### src/rtl/decimating_strobe_source.sv
// Boxcar decimator: averages 2^dec samples per window and emits a strobe (ce_o)
// at every window boundary plus a valid pulse when the whole window was enabled.
module decimating_strobe_source #(
  parameter int unsigned WIDTH   = 14,
  parameter int unsigned DEC_MAX = 10
) (
  input  logic             clk_i,
  input  logic             rst_i,
  input  logic [WIDTH-1:0] data_i,
  input  logic             enable_i,
  input  logic [3:0]       dec_log2_i,
  output logic [WIDTH-1:0] data_o,
  output logic             data_valid_o,
  output logic             ce_o
);

  localparam int unsigned ACC_W = WIDTH + DEC_MAX;
  localparam int unsigned CNT_W = (DEC_MAX > 0) ? DEC_MAX : 1;
  localparam logic [3:0]  DEC_LIM = 4'(DEC_MAX);

  logic [CNT_W-1:0]        cnt_q, cnt_d, cnt_last;
  logic signed [ACC_W-1:0] acc_q, acc_d, sample, sum;
  logic                    ok_q, ok_d, window_good;
  logic [3:0]              dec_q, dec_d, dec_c;
  logic [WIDTH-1:0]        data_d;
  logic                    valid_d, ce_d;

  // Next-state: accumulate, close the window at cnt = N-1, abort on a dec change.
  always_comb begin
    dec_c       = (dec_log2_i > DEC_LIM) ? DEC_LIM : dec_log2_i;
    cnt_last    = CNT_W'((32'd1 << dec_q) - 32'd1);
    sample      = enable_i ? ACC_W'($signed(data_i)) : '0;
    sum         = acc_q + sample;
    window_good = ok_q & enable_i;

    cnt_d   = cnt_q + CNT_W'(1);
    acc_d   = sum;
    ok_d    = window_good;
    dec_d   = dec_q;
    data_d  = data_o;
    valid_d = 1'b0;
    ce_d    = 1'b0;

    if (dec_c != dec_q) begin
      cnt_d = '0;
      acc_d = '0;
      ok_d  = 1'b1;
      dec_d = dec_c;
    end else if (cnt_q == cnt_last) begin
      ce_d    = 1'b1;
      valid_d = window_good;
      if (window_good) begin
        data_d = WIDTH'(sum >>> dec_q);
      end
      cnt_d = '0;
      acc_d = '0;
      ok_d  = 1'b1;
    end
  end

  // State and output registers with synchronous reset.
  always_ff @(posedge clk_i) begin
    if (rst_i) begin
      cnt_q        <= '0;
      acc_q        <= '0;
      ok_q         <= 1'b1;
      dec_q        <= dec_c;
      data_o       <= '0;
      data_valid_o <= 1'b0;
      ce_o         <= 1'b0;
    end else begin
      cnt_q        <= cnt_d;
      acc_q        <= acc_d;
      ok_q         <= ok_d;
      dec_q        <= dec_d;
      data_o       <= data_d;
      data_valid_o <= valid_d;
      ce_o         <= ce_d;
    end
  end

endmodule

### config.mk
export PLATFORM = sky130hd
export DESIGN_NAME = decimating_strobe_source
export DESIGN_NICKNAME = d
export VERILOG_FILES = /design/src/rtl/decimating_strobe_source.sv
export SDC_FILE = /design/constraint.sdc
export NUM_CORES = 1
export LEC_CHECK = 0
export ABC_AREA = 1
export ABC_CLOCK_PERIOD_IN_PS = 4800
export CAP_MARGIN = 5
export CELL_PAD_IN_SITES_DETAIL_PLACEMENT = 2
export CELL_PAD_IN_SITES_GLOBAL_PLACEMENT = 2
export CORE_UTILIZATION = 38
export CTS_BUF_LIST = sky130_fd_sc_hd__clkbuf_4 sky130_fd_sc_hd__clkbuf_8
export CTS_CLUSTER_SIZE = 12
export DETAILED_ROUTE_END_ITERATION = 8
export DONT_BUFFER_PORTS = 1
export GPL_ROUTABILITY_DRIVEN = 1
export PLACE_DENSITY = 0.88
export SYNTH_ARGS = -nofsm -noshare
export SYNTH_HDL_FRONTEND = slang
export SYNTH_SLANG_ARGS = --single-unit
### constraint.sdc
create_clock -name clk_i -period 4.8 [get_ports clk_i]
set_input_delay 0.72 -clock clk_i [delete_from_list [all_inputs] [get_ports clk_i]]
set_output_delay 0.72 -clock clk_i [all_outputs]
set_load 0.05 [all_outputs]
After elaboration in Yosys (flattened, before gate mapping)
Index checks and enable logic that the tools add are counted.

operators by class
  add/sub/neg operators = 3
  $lt $le $gt $ge = 1
  eq/ne operators = 2
  shift operators = 2
  multiplexer cells = 5
  bitwise logic cells = 3
  reductions and logical operators = 5

operators by type and width
  kind                                                 count
  adder 24 bit                                         1
  two-way mux 24 bit                                   1
  >>> shifter 24 x 4 -> 14 bit                         1
  two-way mux 4 bit                                    3
  adder 10 x 1 -> 10 bit (second input constant)       1
  == test 10 bit                                       1
  << shifter 1 x 4 -> 10 bit (first input constant)    1
  subtractor 10 x 1 -> 10 bit (second input constant)  1
  OR reduction 3 bit                                   2
  > comparator 4 bit (second input constant)           1
  inequality test 4 bit                                1
  AND reduction 3 bit                                  1
  NOT 1 bit                                            2
  nonzero test 2 bit                                   1
  OR reduction 2 bit                                   1
  AND 1 bit                                            1
  two-way mux 1 bit                                    1

storage, ports and cells
  register bits = 55
  bits of input ports = 21
  logic and storage cells = 28

Longest topological paths before layout
  depth in word-level cells = 5
  gate-level depth with buffers = 23
  depth with buffers taken out = 20

Worst setup path after synthesis
OpenSTA, ideal clock, no wires.

  path kind = input port to flip-flop
  start = input port enable_i
  end = register data_o[8]
  setup time = 118 ps
  data arrival time = 3015 ps
  path slack = 1667 ps
  stages = 21
  path buffers = 3
  path through = buf_6 -> buf_6 -> clkbuf_1 -> nand2_1 -> inv_1 -> ha_1 -> fa_1 -> nand3_1 -> nand3_1 -> nand3_1 -> nand3_1 -> nand2_1 -> inv_1 -> o21ai_0 -> nand2_1 -> nand2_1 -> nand3_1 -> nand3_1 -> nand2_1 -> nor2_1 -> nor2_1

between the ends
  cells in the longest elaborated chain, start to end = 3

ends and longest elaborated chain
  item                          line  RTL
  start, declared               10    input logic enable_i,
  two-way mux 24 bit            32    sample = enable_i ? ACC_W'($signed(data_i)) : '0;
  adder 24 bit                  33    sum = acc_q + sample;
  >>> shifter 24 x 4 -> 14 bit  53    data_d = WIDTH'(sum >>> dec_q);
  end signal, assigned          76    data_o <= data_d;
  end, declared                 12    output logic [WIDTH-1:0] data_o,

Several ways; a longest one is shown, not always the timed one.
A chain may end at the register's enable or synchronous reset.

Final worst setup path
  start = register dec_q[0]
  end = register data_o[0]

between the ends
  cells in the longest elaborated chain, start to end = 4

ends and longest elaborated chain
  item                           line  RTL
  start, declared                24    logic [3:0] dec_q, dec_d, dec_c;
  start signal, assigned         67    dec_q <= dec_c;
  start signal, assigned         75    dec_q <= dec_d;
  << shifter 1 x 4 -> 10 bit     31    cnt_last = CNT_W'((32'd1 << dec_q) - 32'd1);
  subtractor 10 x 1 -> 10 bit    31
  == test 10 bit                 49    end else if (cnt_q == cnt_last) begin
  AND reduction 3 bit (no line)  -

Several ways; a longest one is shown, not always the timed one.

==> summary.txt <==
Yosys
  – Syn Std Cell Area: 4860 um^2
  – Synth unique cells: 44
  – EDFF count, synth: 4
  – Xor/xnor share of the synthesized area: 4.84%
  – Synth top cells by count: nand2_1 (258), nand3_1 (115), inv_1 (100)
  – Top post-synthesis cells by area: dfxtp_1 (21%), nand2_1 (20%), nand3_1 (12%), inv_1 (7.7%), nor2_1 (6.5%)
  – Avg Cell Area, Syn: 5.95 um^2
  – Mux cell area share after synthesis: 0%
  – Async SR Flop Fraction: 0%
  – Main combinational cell family by area after synthesis: simple AND/OR/NAND/NOR gates
  – Compound-cell area share of the yosys netlist: 7.84%
  – Share of the synthesized area in the top cell type: 21.0%
  – Synth Area in Simple Gates: 47.9%
  – Post-synth top flop: dfxtp_1
  – Area share of fa/ha/maj cells after synthesis: 4.27%
  – Syn_nets: 855
  – Count leader, synth: nand2_1
  – Synth Instances: 818
  – Share of the yosys chip area belonging to registers: 23.5%
  – Seq cells post-synth: 55
  – Yosys Warn Count: 0
  – Largest area contributor in the netlist: dfxtp_1

Routing
  – Detailed-route via count: 5392
  – Total Wirelength: 19600 um
  – Iter 0 DRT Violations: 233
  – Drt wl/cell: 20.2 um
  – TritonRoute pass-1 iters: 4
  – DR DRC count: 0
  – Post-DRT Antenna Nets: 0
  – Vias/cell: 5.55

GRT
  – Vias in the first global route: 6079
  – Initial antenna violation count: 0
  – Pin count of the biggest net entering global routing: 35
  – GRT Total Usage: 31.0%
  – First-pass GRT wire length: 31500 um
  – Gr ovfl total: 0

STA
  – Final setup fails: 0
  – Fin worst setup slack: 1.19 ns
  – Tightest Pin Transition: 0.966 ns
  – Setup_tns: 0 ns
  – Crit path time final: 3.61 ns
  – Relative slew slack: 35.6%
  – F_max: 277 MHz
  – Worst clock skew: 0.0213 ns
  – RSZ-0062 raised after global routing: false
  – Slew Limit Fails: 0
  – Final hold viol count: 0
  – Hold Worst Slack: 0.443 ns
  – Fin crit share: 75.3%

Place
  – Global placement routability congestion: 0.852
  – DP Area: 4940 um^2
  – PortBufs: 0
  – DP Wirelength: 14900 um
  – Placement Setup Slack: 1.29 ns

Floorplan
  – Die W: 115 um
  – CORE AREA: 12300 um^2
  – DIE AREA: 13300 um^2
  – Initial Util: 39.7%
  – I/O pin cnt: 37
  – FP Rows: 40
  – Die span in y: 115 um

Clocking
  – Clk_lat worst skew: 0.35 ns
  – Post-CTS Resized: 0
  – CTS Hold Bufs: 0
  – H-tree depth: 2
  – Postcts setup bufs: 0
  – Total CTS buffers: 5
  – Clk sinks: 55
  – Clock transition at path regs: 0.10 ns
  – Clock Tree Buf Depth: 2
  – CTS Root Cell: clkbuf_8
  – CTS tree: built

Run
  – Maxcap violations: 0

Cells and area
  – Multi-input logic area: 3150 um^2
  – Layout area overhead: 3.29%
  – Fillers: 1605
  – Final Util: 41.0%
  – Reg area: 1140 um^2
  – Share of layout cells above drive strength 1: 7.60%
  – N_diodes: 0
  – Nets: 839
  – Design area: 5020 um^2

Setup path
  – CP bufs+invs: 5
  – Top delay family on crit path: simple AND/OR/NAND/NOR gates
  – Arrival @ worst endpoint: 3.84 ns
  – Crit-path cells: inv_1, nor2_1, nand2_1, ha_1, inv_1, a21oi_1, inv_1, nand3_1, o21ai_1, nor2_1, inv_1, nand2_1, nor2_1, nand2_2, nor2_4, inv_2, nor3_2, a21oi_1
  – Slowest stage delay, CP: 1.00 ns
  – CP Data Required Time: 5.02 ns
  – Crit path capture type: register
  – Worst path most repeated cell: inv_1
  – Crit path launch type: register
  – Kind of critical path: register to register
  – Crit-path slowest cell: edfxtp_1
  – Reg-to-reg slack, setup: 1.19 ns
  – Crit-path max FO: 29

Power
  – Power Density: 216 nW/um^2
  – VDD IR-drop max: 0.000169 V
  – Leakage power: 2.54 nW

Run status
  – Status: complete, no violations

Min path
  – Worst Hold Class: primary input to register
==> logic make-up (layout without fill, tap and decap cells) <==
logic type      Yosys count  in the layout
simple gates            517            517
buf+inv                 134            119
xor+xnor                 26             26
fa+ha+maj                16             16
compound gates           70             70
flops                    55             55
==> cell usage in the layout (no fill, tap or decap), types with 3 or more instances in the layout <==
cell type  instances
buf_4              4
clkbuf_8           5
dfxtp_1           51
clkinv_1           3
inv_1            100
o211ai_1           5
xnor2_1            9
nand3_1          115
nor2_2             8
o21ai_0           16
or2_2              5
nor2_4             3
a21oi_1           31
nor3_1             3
xor2_1            16
o21ai_1           10
edfxtp_1           4
nand2_1          258
nand3_2           12
nor3b_1            3
nor2_1            84
nand2_4            3
ha_1              15
inv_2              4
nand2_2           10
==> per-layer routing <==
| metal | up-vias | GRT usage [%] | routed length [um] |
|---|---|---|---|
| met5 | - | 0 | 0 |
| met4 | 0 | 11.2 | 504 |
| met3 | 41 | 4.64 | 810 |
| met2 | 130 | 56.9 | 9910 |
| met1 | 2664 | 36.5 | 8360 |
| li1 | 2557 | - | - |
==> layout make-up <==
cell class                 count  share of cell area, %
multi-input combinational    629                   62.7
sequential                    55                   22.7
inverter                     107                   7.99
tap                          168                   4.18
clock buffer                   6                   1.52
timing repair buffer           4                  0.598
clock inverter                 2                  0.249
==> through the flow <==
step,power (mW),instances
after global placement,0.774,963
after CTS,1.09,971
after global routing,1.14,971
after detailed placement,0.795,963
after floorplan,0.719,818
final,1.08,971
==> state kept, by name, indices dropped and copies added, names as in the netlist <==
signal,cells
acc_q,24
data_o,14
cnt_q,10
dec_q,4
ce_o,1
data_valid_o,1
ok_q,1
==> power by group <==
group          leakage [nW]  switching [mW]  internal (mW)
registers             0.454          0.0180          0.469
clock network        0.0446           0.180          0.109
logic                  2.05           0.218         0.0905
==> worst paths after layout <==
path                               start    endpoint  cells past startpoint
worst min-delay path               rst_i  data_o[11]                      1
worst min register to register  cnt_q[0]    cnt_q[0]                      1
worst max register to register  dec_q[0]   data_o[0]                     18
worst max-delay path            dec_q[0]   data_o[0]                     18
Power figures use the tool's default switching activity.
